$ cat src/rtl/temp_pkg.sv
// Shared constants and state encoding for the temperature converter.
package temp_pkg;

  typedef enum logic [1:0] {
    IDLE = 2'd0,
    MUL  = 2'd1,
    DIV  = 2'd2,
    DONE = 2'd3
  } state_t;

  localparam int MULT         = 9;   // degF = degC * 9/5 + 32
  localparam int DIVISOR_BASE = 5;   // scaled by 2**FRAC_BITS at the divider
  localparam int F_OFFSET     = 32;
  localparam int DIV_STEPS    = 20;  // one quotient bit per cycle
  localparam int PROD_W       = 20;  // width of 9 * 16-bit value, no overflow

endpackage

$ cat src/rtl/seq_divider.sv
// Restoring divider: one quotient bit per cycle, MSB first.
// done is high during the cycle that performs the final step, so the
// quotient is complete on the clock edge that ends that cycle.
module seq_divider
  import temp_pkg::*;
(
  input  logic              clk,
  input  logic              reset,
  input  logic              start,
  input  logic [PROD_W-1:0] dividend,
  input  logic [6:0]        divisor,
  output logic [PROD_W-1:0] quotient,
  output logic              done
);

  logic [PROD_W-1:0] dvd;
  logic [6:0]        rem;
  logic [4:0]        cnt;
  logic              running;
  logic [7:0]        trial;
  logic              ge;
  logic [6:0]        diff;

  // Trial subtraction of the divisor from the partial remainder plus next bit
  always_comb begin
    trial = {rem, dvd[PROD_W-1]};
    ge    = (trial >= {1'b0, divisor});
    diff  = 7'(trial - {1'b0, divisor});
  end

  assign done = running && (cnt == 5'd0);

  // Load on start, then shift one quotient bit per cycle until the counter hits zero
  always_ff @(posedge clk) begin
    if (reset) begin
      dvd      <= '0;
      rem      <= '0;
      quotient <= '0;
      cnt      <= '0;
      running  <= 1'b0;
    end else if (start) begin
      dvd      <= dividend;
      rem      <= '0;
      quotient <= '0;
      cnt      <= 5'(DIV_STEPS - 1);
      running  <= 1'b1;
    end else if (running) begin
      dvd      <= dvd << 1;
      rem      <= ge ? diff : trial[6:0];
      quotient <= {quotient[PROD_W-2:0], ge};
      if (cnt == 5'd0) running <= 1'b0;
      else             cnt     <= cnt - 5'd1;
    end
  end

endmodule

$ cat src/rtl/temp_converter.sv
// Converts a 1/16 degC reading into integer degC and degF.
// Fixed 23-cycle latency: capture, multiply, 20 divide steps, output.
module temp_converter
  import temp_pkg::*;
#(
  parameter int FRAC_BITS = 4
) (
  input  logic        clk,
  input  logic        reset,
  input  logic        sample_en,
  input  logic [15:0] val_in,
  output logic [15:0] c_out,
  output logic [15:0] f_out,
  output logic        valid,
  output logic        busy
);

  localparam logic [6:0] DIVISOR = 7'(DIVISOR_BASE << FRAC_BITS);

  state_t            state;
  logic [15:0]       v;
  logic [PROD_W-1:0] prod;
  logic [PROD_W-1:0] quotient;
  logic              div_start;
  logic              div_done;

  // Quotient is at most 7372, so dropping the upper bits loses nothing
  function automatic logic [15:0] to_fahrenheit(input logic [PROD_W-1:0] q);
    return 16'(q + PROD_W'(F_OFFSET));
  endfunction

  // 9*v built as shift-and-add; 20 bits hold the full product of a 16-bit value
  always_comb begin
    prod = ({4'b0, v} << 3) + {4'b0, v};
  end

  assign div_start = (state == MUL);

  seq_divider u_div (
    .clk      (clk),
    .reset    (reset),
    .start    (div_start),
    .dividend (prod),
    .divisor  (DIVISOR),
    .quotient (quotient),
    .done     (div_done)
  );

  // Conversion sequencer with registered outputs; reset aborts any conversion
  always_ff @(posedge clk) begin
    if (reset) begin
      state <= IDLE;
      c_out <= '0;
      f_out <= 16'(F_OFFSET);
      valid <= 1'b0;
      busy  <= 1'b0;
    end else begin
      valid <= 1'b0;
      case (state)
        IDLE: begin
          if (sample_en) begin
            v     <= val_in;
            busy  <= 1'b1;
            state <= MUL;
          end
        end
        MUL: begin
          state <= DIV;
        end
        DIV: begin
          if (div_done) state <= DONE;
        end
        DONE: begin
          c_out <= v >> FRAC_BITS;
          f_out <= to_fahrenheit(quotient);
          valid <= 1'b1;
          busy  <= 1'b0;
          state <= IDLE;
        end
        default: state <= IDLE;
      endcase
    end
  end

endmodule

$ cat config.mk
export PLATFORM = sky130hd
export DESIGN_NAME = temp_converter
export DESIGN_NICKNAME = d
export VERILOG_FILES = /design/src/rtl/temp_pkg.sv /design/src/rtl/seq_divider.sv /design/src/rtl/temp_converter.sv
export SDC_FILE = /design/constraint.sdc
export NUM_CORES = 1
export LEC_CHECK = 0
export CAP_MARGIN = 20
export CORE_ASPECT_RATIO = 2
export CORE_UTILIZATION = 50
export DETAILED_ROUTE_END_ITERATION = 7
export HOLD_SLACK_MARGIN = 0.1
export PLACE_DENSITY = 0.72
export SLEW_MARGIN = 10
export SYNTH_ARGS = -nofsm -noshare
export SYNTH_HDL_FRONTEND = slang
export SYNTH_SLANG_ARGS = --single-unit
$ cat constraint.sdc
create_clock -name clk -period 4.25 [get_ports clk]
set_input_delay 0.85 -clock clk [delete_from_list [all_inputs] [get_ports clk]]
set_output_delay 0.85 -clock clk [all_outputs]
set_load 0.01 [all_outputs]
* Word-level counts from Yosys, hierarchy flattened *
Index checks and enable logic that the tools add are counted.
Widths: inputs -> output; s select.

word-level totals
  register bits = 97
  latch bits = 0
  bits in writable memories = 0
  bits in read-only memories = 0
  output and inout bits = 34
  logic and storage cells = 51
  memories kept = 0

cells by class
  add/sub/neg operators = 4
  multiply operators = 0
  div/mod/pow operators = 0
  $lt $le $gt $ge = 1
  equal/unequal tests = 6
  shift operators = 0
  multiplexer cells = 15
  bitwise gates (word level) = 2
  reductions and logical operators = 11

operator list
  cell                   count
  $mux 20                2
  $add 19x16->20         1
  $add 16x6->16 const B  1
  $mux 5                 3
  $ge 8x7->1 const B     1
  $pmux 2 s4             1
  $reduce_and 2->1       4
  $mux 7                 1
  $sub 7x7->7 const B    1
  $ne 2x2->1 const B     3
  $logic_not 5->1        1
  $mux 1                 5
  $sub 5x1->5 const B    1
  $eq 2x2->1 const B     2
  $mux 2                 2
  $reduce_bool 2->1      2
  $reduce_and 3->1       1
  $eq 2x1->1 const B     1
  $logic_not 2->1        1
  $not 1->1              2
  $pmux 1 s2             1
  $reduce_or 2->1        1
  $logic_and 1x1->1      1

* Depth between registers and ports, before layout *
  depth after elaboration = 4
  mapped depth = 8

* Modules after synthesis *
A second synthesis with hierarchy kept.

second synthesis, totals
  cells, all modules = 539
  area, all modules = 5014.8 um2

by module, submodules not included
  module          instances  cells each  area each (um2)  sequential area each (um2)
  seq_divider     1          295         2552.4           1061.0
  temp_converter  1          244         2462.4           1121.1

* Worst setup path after synthesis *
Ideal clock, no wire load.

  path type = input to register
  start point = input reset
  end point = register v[0], enable pin
  library setup time = 0.409 ns
  data arrival time = 2.368 ns
  data required time = 3.841 ns
  slack = 1.473 ns
  stages = 3
  path through = clkbuf_1 clkbuf_1 nor3_1

between the ends
  cells in the longest elaborated chain, start to end = 2

ends and longest elaborated chain
  what                        RTL line              text
  from (decl)                 temp_converter.sv:9   input logic reset,
  $not 1->1 (no line)         --
  $reduce_and 3->1 (no line)  --
  to (signal assigned)        temp_converter.sv:62  v <= val_in;
  to (decl)                   temp_converter.sv:21  logic [15:0] v;

No other way between the ends.
A chain may end at the register's enable or synchronous reset.

* Worst setup path in the final report *
  start point = register state[1]
  end point = register u_div.dvd[17]

between the ends
  cells in the longest elaborated chain, start to end = 2

ends and longest elaborated chain
  what                                                 RTL line              text
  from (decl)                                          temp_converter.sv:20  state_t state;
  from (signal assigned)                               temp_converter.sv:52  state <= IDLE;
  from (signal assigned)                               temp_converter.sv:64  state <= MUL;
  from (signal assigned)                               temp_converter.sv:68  state <= DIV;
  $eq 2x1->1 (*)                                       temp_converter.sv:37  assign div_start = (state == MUL);
  $mux 20 / $reduce_bool 2->1 (equally long branches)  --
  to (signal assigned)                                 seq_divider.sv:42     dvd <= dividend;
  to (signal assigned)                                 seq_divider.sv:48     dvd <= dvd << 1;
  to (decl)                                            seq_divider.sv:16     logic [PROD_W-1:0] dvd;

Every way passes the cells marked *; elsewhere a longest branch is shown, timed or not.

==> impl_metrics.yaml <==
run_status:
  status: "finished, final reports clean"
logic_synthesis:
  synth_top_family_by_area: "compound AO/OA/AOI/OAI gates"
  synth-async-reset-ratio_pct: 0
  synth_mux_area_share_pct: 12.4
  synth-simple-area-share_pct: 14.6
  synth_seq_cells: 97
  syn-instance-count: 477
  synth_xor_area_share_pct: 3.00
  synth_cell_type_count: 59
  yosys-top-cells-area: "dfxtp_1 (35%), mux2i_1 (12%), edfxtp_1 (10%)"
  synth-edff-count: 16
  synth_compound_area_share_pct: 14.8
  syn_area_sq_um: 4680
  yosys.area.top_type: "dfxtp_1"
  synth_warnings: 0
  seq_area_frac_synth_pct: 44.9
  ys.flop_type: "dfxtp_1"
  yosysTopAreaCellShare_pct: 34.7
  synthAdderAreaFrac_pct: 6.05
  synth.avg_cell_area_sq_um: 9.81
layout:
  antenna_cells: 0
  synthToLayoutAreaGrowth_pct: 17.1
  final_nets: 553
  fin_cells: 619
  drive_above_1_share_pct: 8.12
  fill_cells: 806
  fin_util_pct: 60.8
clock_tree:
  cts_hold_buf: 0
  clk_latency_ps: 340
  cts_buffer_depth: 2
  cts_sinks: 97
  cts_tree: "yes"
  root_buffer: "clkbuf_16"
  cts_setup_buffers: 0
  cts.reportedPaths.clkPinSlew_ps: 60
  cts_buffers: 9
  ctsResizeCount: 0
  htree_levels: 3
job:
  drv_cap: 0
placed_design:
  io_buffers: 48
  dpl.hpwl_mm: 6.73
  gp_congestion: 0.845
  place_ws_ps: 1890
  dp.cells: 603
pwr:
  p_sw_w: 0.000942
  switching_share_pct: 32.7
  seq_power_share_pct: 42.2
  clkPwrFrac_pct: 27.0
  ir_drop_v: 0.000328
  power_frac_comb_pct: 30.8
  p_leak_nw: 1.97
  pwr_density_cell_nw_per_um2: 526
  p_int_w: 0.00194
floorplanning:
  fp.coreArea_sq_um: 9010
  die_area_sq_um: 9770
  fp.dieW_um: 70.4
  die_y_um: 139
  ioPinCount: 53
  rows: 49
  initial_utilization_pct: 51.9
timing:
  worst_pin_slew_ps: 937
  setup_ws_ps: 1970
  fmax_mhz: 439
  slew_headroom_pct: 37.5
  tns_ps: 0
  post-route-period-util_pct: 53.6
  drv_slew: 0
  rsz0062_at_grt: "false"
  hold_viol_final: 0
  skew_ps: 3.46
  fin_crit_ps: 2280
  setup_viol: 0
grt:
  grt_pass1_wl_mm: 16.0
  grt_max_degree: 41
  grt_pass1_vias: 3558
  grt_overflow: 0
  grt_usage_pct: 20.5
  antenna_found_initial: 0
worst_hold_path:
  min_path_cells: 2
  hold_class: "reg2reg"
  min_from: "u_div.rem[6]$_SDFFE_PP0P_"
  hold_path_end: "u_div.rem[6]$_SDFFE_PP0P_"
worst_setup_path:
  critPathSlowestCell: "nor2_1"
  start_kind: "register"
  criticalPathCategory: "reg2reg"
  startpoint: "state[1]$_SDFFE_PP0P_"
  r2r_slack_ps: 1970
  worstPathMaxFanout: 29
  crit_path_end_kind: "register"
  cp_slowest_stage_delay_ps: 500
  path_common_cell: "inv_1"
  r2r_start: "state[1]$_SDFFE_PP0P_"
  rr_endpoint: "u_div.dvd[17]$_SDFFE_PP0P_"
  critPathRequiredTime_ps: 4530
  r2r_cells: 8
  cp_cell_sequence: "inv_1, ha_1, buf_4, inv_1, nor2_1, nand2_1, or4_1, nand3_1"
  arrival_ps: 2560
drt:
  drc_errors: 0
  drt-initial-drc-count: 171
  wl_per_cell_um: 15.0
  vias_per_cell: 5.65
  vias: 3498
  dr.pass1.iters: 4
  wl_mm: 9.26
  ant_nets: 0
## flip-flops by register name, indices dropped and copies added (netlist names)
register and flops:
u_div.dvd 20, u_div.rem 7, state 2, f_out 16, busy 1, u_div.quotient 16, u_div.cnt 5, v 16
valid 1, c_out 12, u_div.running 1
## power by group through the flow
| stage | clock [W] | sequential, W | combinational (W) |
|---|---|---|---|
| after CTS | 0.000794 | 0.00122 | 0.000896 |
| final | 0.000779 | 0.00121 | 0.000887 |
| after global routing | 0.000831 | 0.00124 | 0.000989 |
| after global placement | 0 | 0.00123 | 0.000870 |
| after detailed placement | 0 | 0.00124 | 0.000890 |
| after floorplan | 0 | 0.00119 | 0.000710 |
## cell usage in the layout (no fill, tap or decap), types with 14 or more instances in the layout
cell type / netlist / layout
clkdlybuf4s50_1: 0 / 47
a211oi_1: 20 / 20
o21ai_0: 16 / 16
nand2_1: 15 / 15
ha_1: 21 / 20
dfxtp_1: 81 / 80
nor2_1: 73 / 73
a21oi_1: 30 / 30
inv_1: 14 / 14
mux2i_1: 54 / 54
edfxtp_1: 16 / 16
## cells in the mapped netlist (12+ instances only)
| cell | n |
|---|---|
| a211oi_1 | 20 |
| a21oi_1 | 30 |
| clkbuf_1 | 12 |
| dfxtp_1 | 81 |
| edfxtp_1 | 16 |
| ha_1 | 21 |
| inv_1 | 14 |
| mux2i_1 | 54 |
| nand2_1 | 15 |
| nor2_1 | 73 |
| o21ai_0 | 16 |
## per-layer routing
metal,part of all wire (%),GRT usage [%]
met5,0,0
met4,2.9,10.5
met3,3.1,4.07
met2,56,39.0
met1,38,20.0
## worst max-delay path: cells and delay by family (launching register included)
kind / cells / cell delay (ps)
buffers and inverters: 3 / 650
adder cells (fa/ha/maj): 1 / 140
AND/OR/NAND/NOR: 4 / 1100
flip-flops: 1 / 340
## final cells by class
type	instances	area, sq um	share of cell area [%]
inverter	14	52.6	0.960
clock buffer	11	264	4.82
clock inverter	5	26.3	0.480
tap	102	128	2.33
timing repair buffer	52	505	9.23
multi-input combinational	338	2400	43.8
sequential	97	2100	38.4
## stage by stage
stage          hold slack [ps]  total power, W  instance area [sq um]
4_1_cts                    456         0.00291                   5480
3_5_place_dp               447         0.00213                   5190
3_3_place_gp               449         0.00210                   5190
2_1_floorplan              432         0.00190                   4690
5_1_grt                    491         0.00306                   5480
6_report                   451         0.00288                   5480
## how the worst max path moves through the flow
| stage | depth (start not counted) | end | slack [ps] |
|---|---|---|---|
| after floorplan | 3 | v[0]$_DFFE_PP_ | 1470 |
| after global placement | 5 | u_div.dvd[15]$_SDFFE_PP0P_ | 1920 |
| after detailed placement | 5 | u_div.dvd[15]$_SDFFE_PP0P_ | 1890 |
| after CTS | 7 | u_div.dvd[17]$_SDFFE_PP0P_ | 1970 |
| after global routing | 8 | u_div.dvd[17]$_SDFFE_PP0P_ | 1780 |
| final | 8 | u_div.dvd[17]$_SDFFE_PP0P_ | 1970 |
## kinds of logic after synthesis
family          count (synthesis)
compound gates                 98
xor+xnor                       16
fa+ha+maj                      22
buf+inv                        45
flops                          97
mux                            57
other cells                     1
simple gates                  141
(Power assumes the default switching activity.)
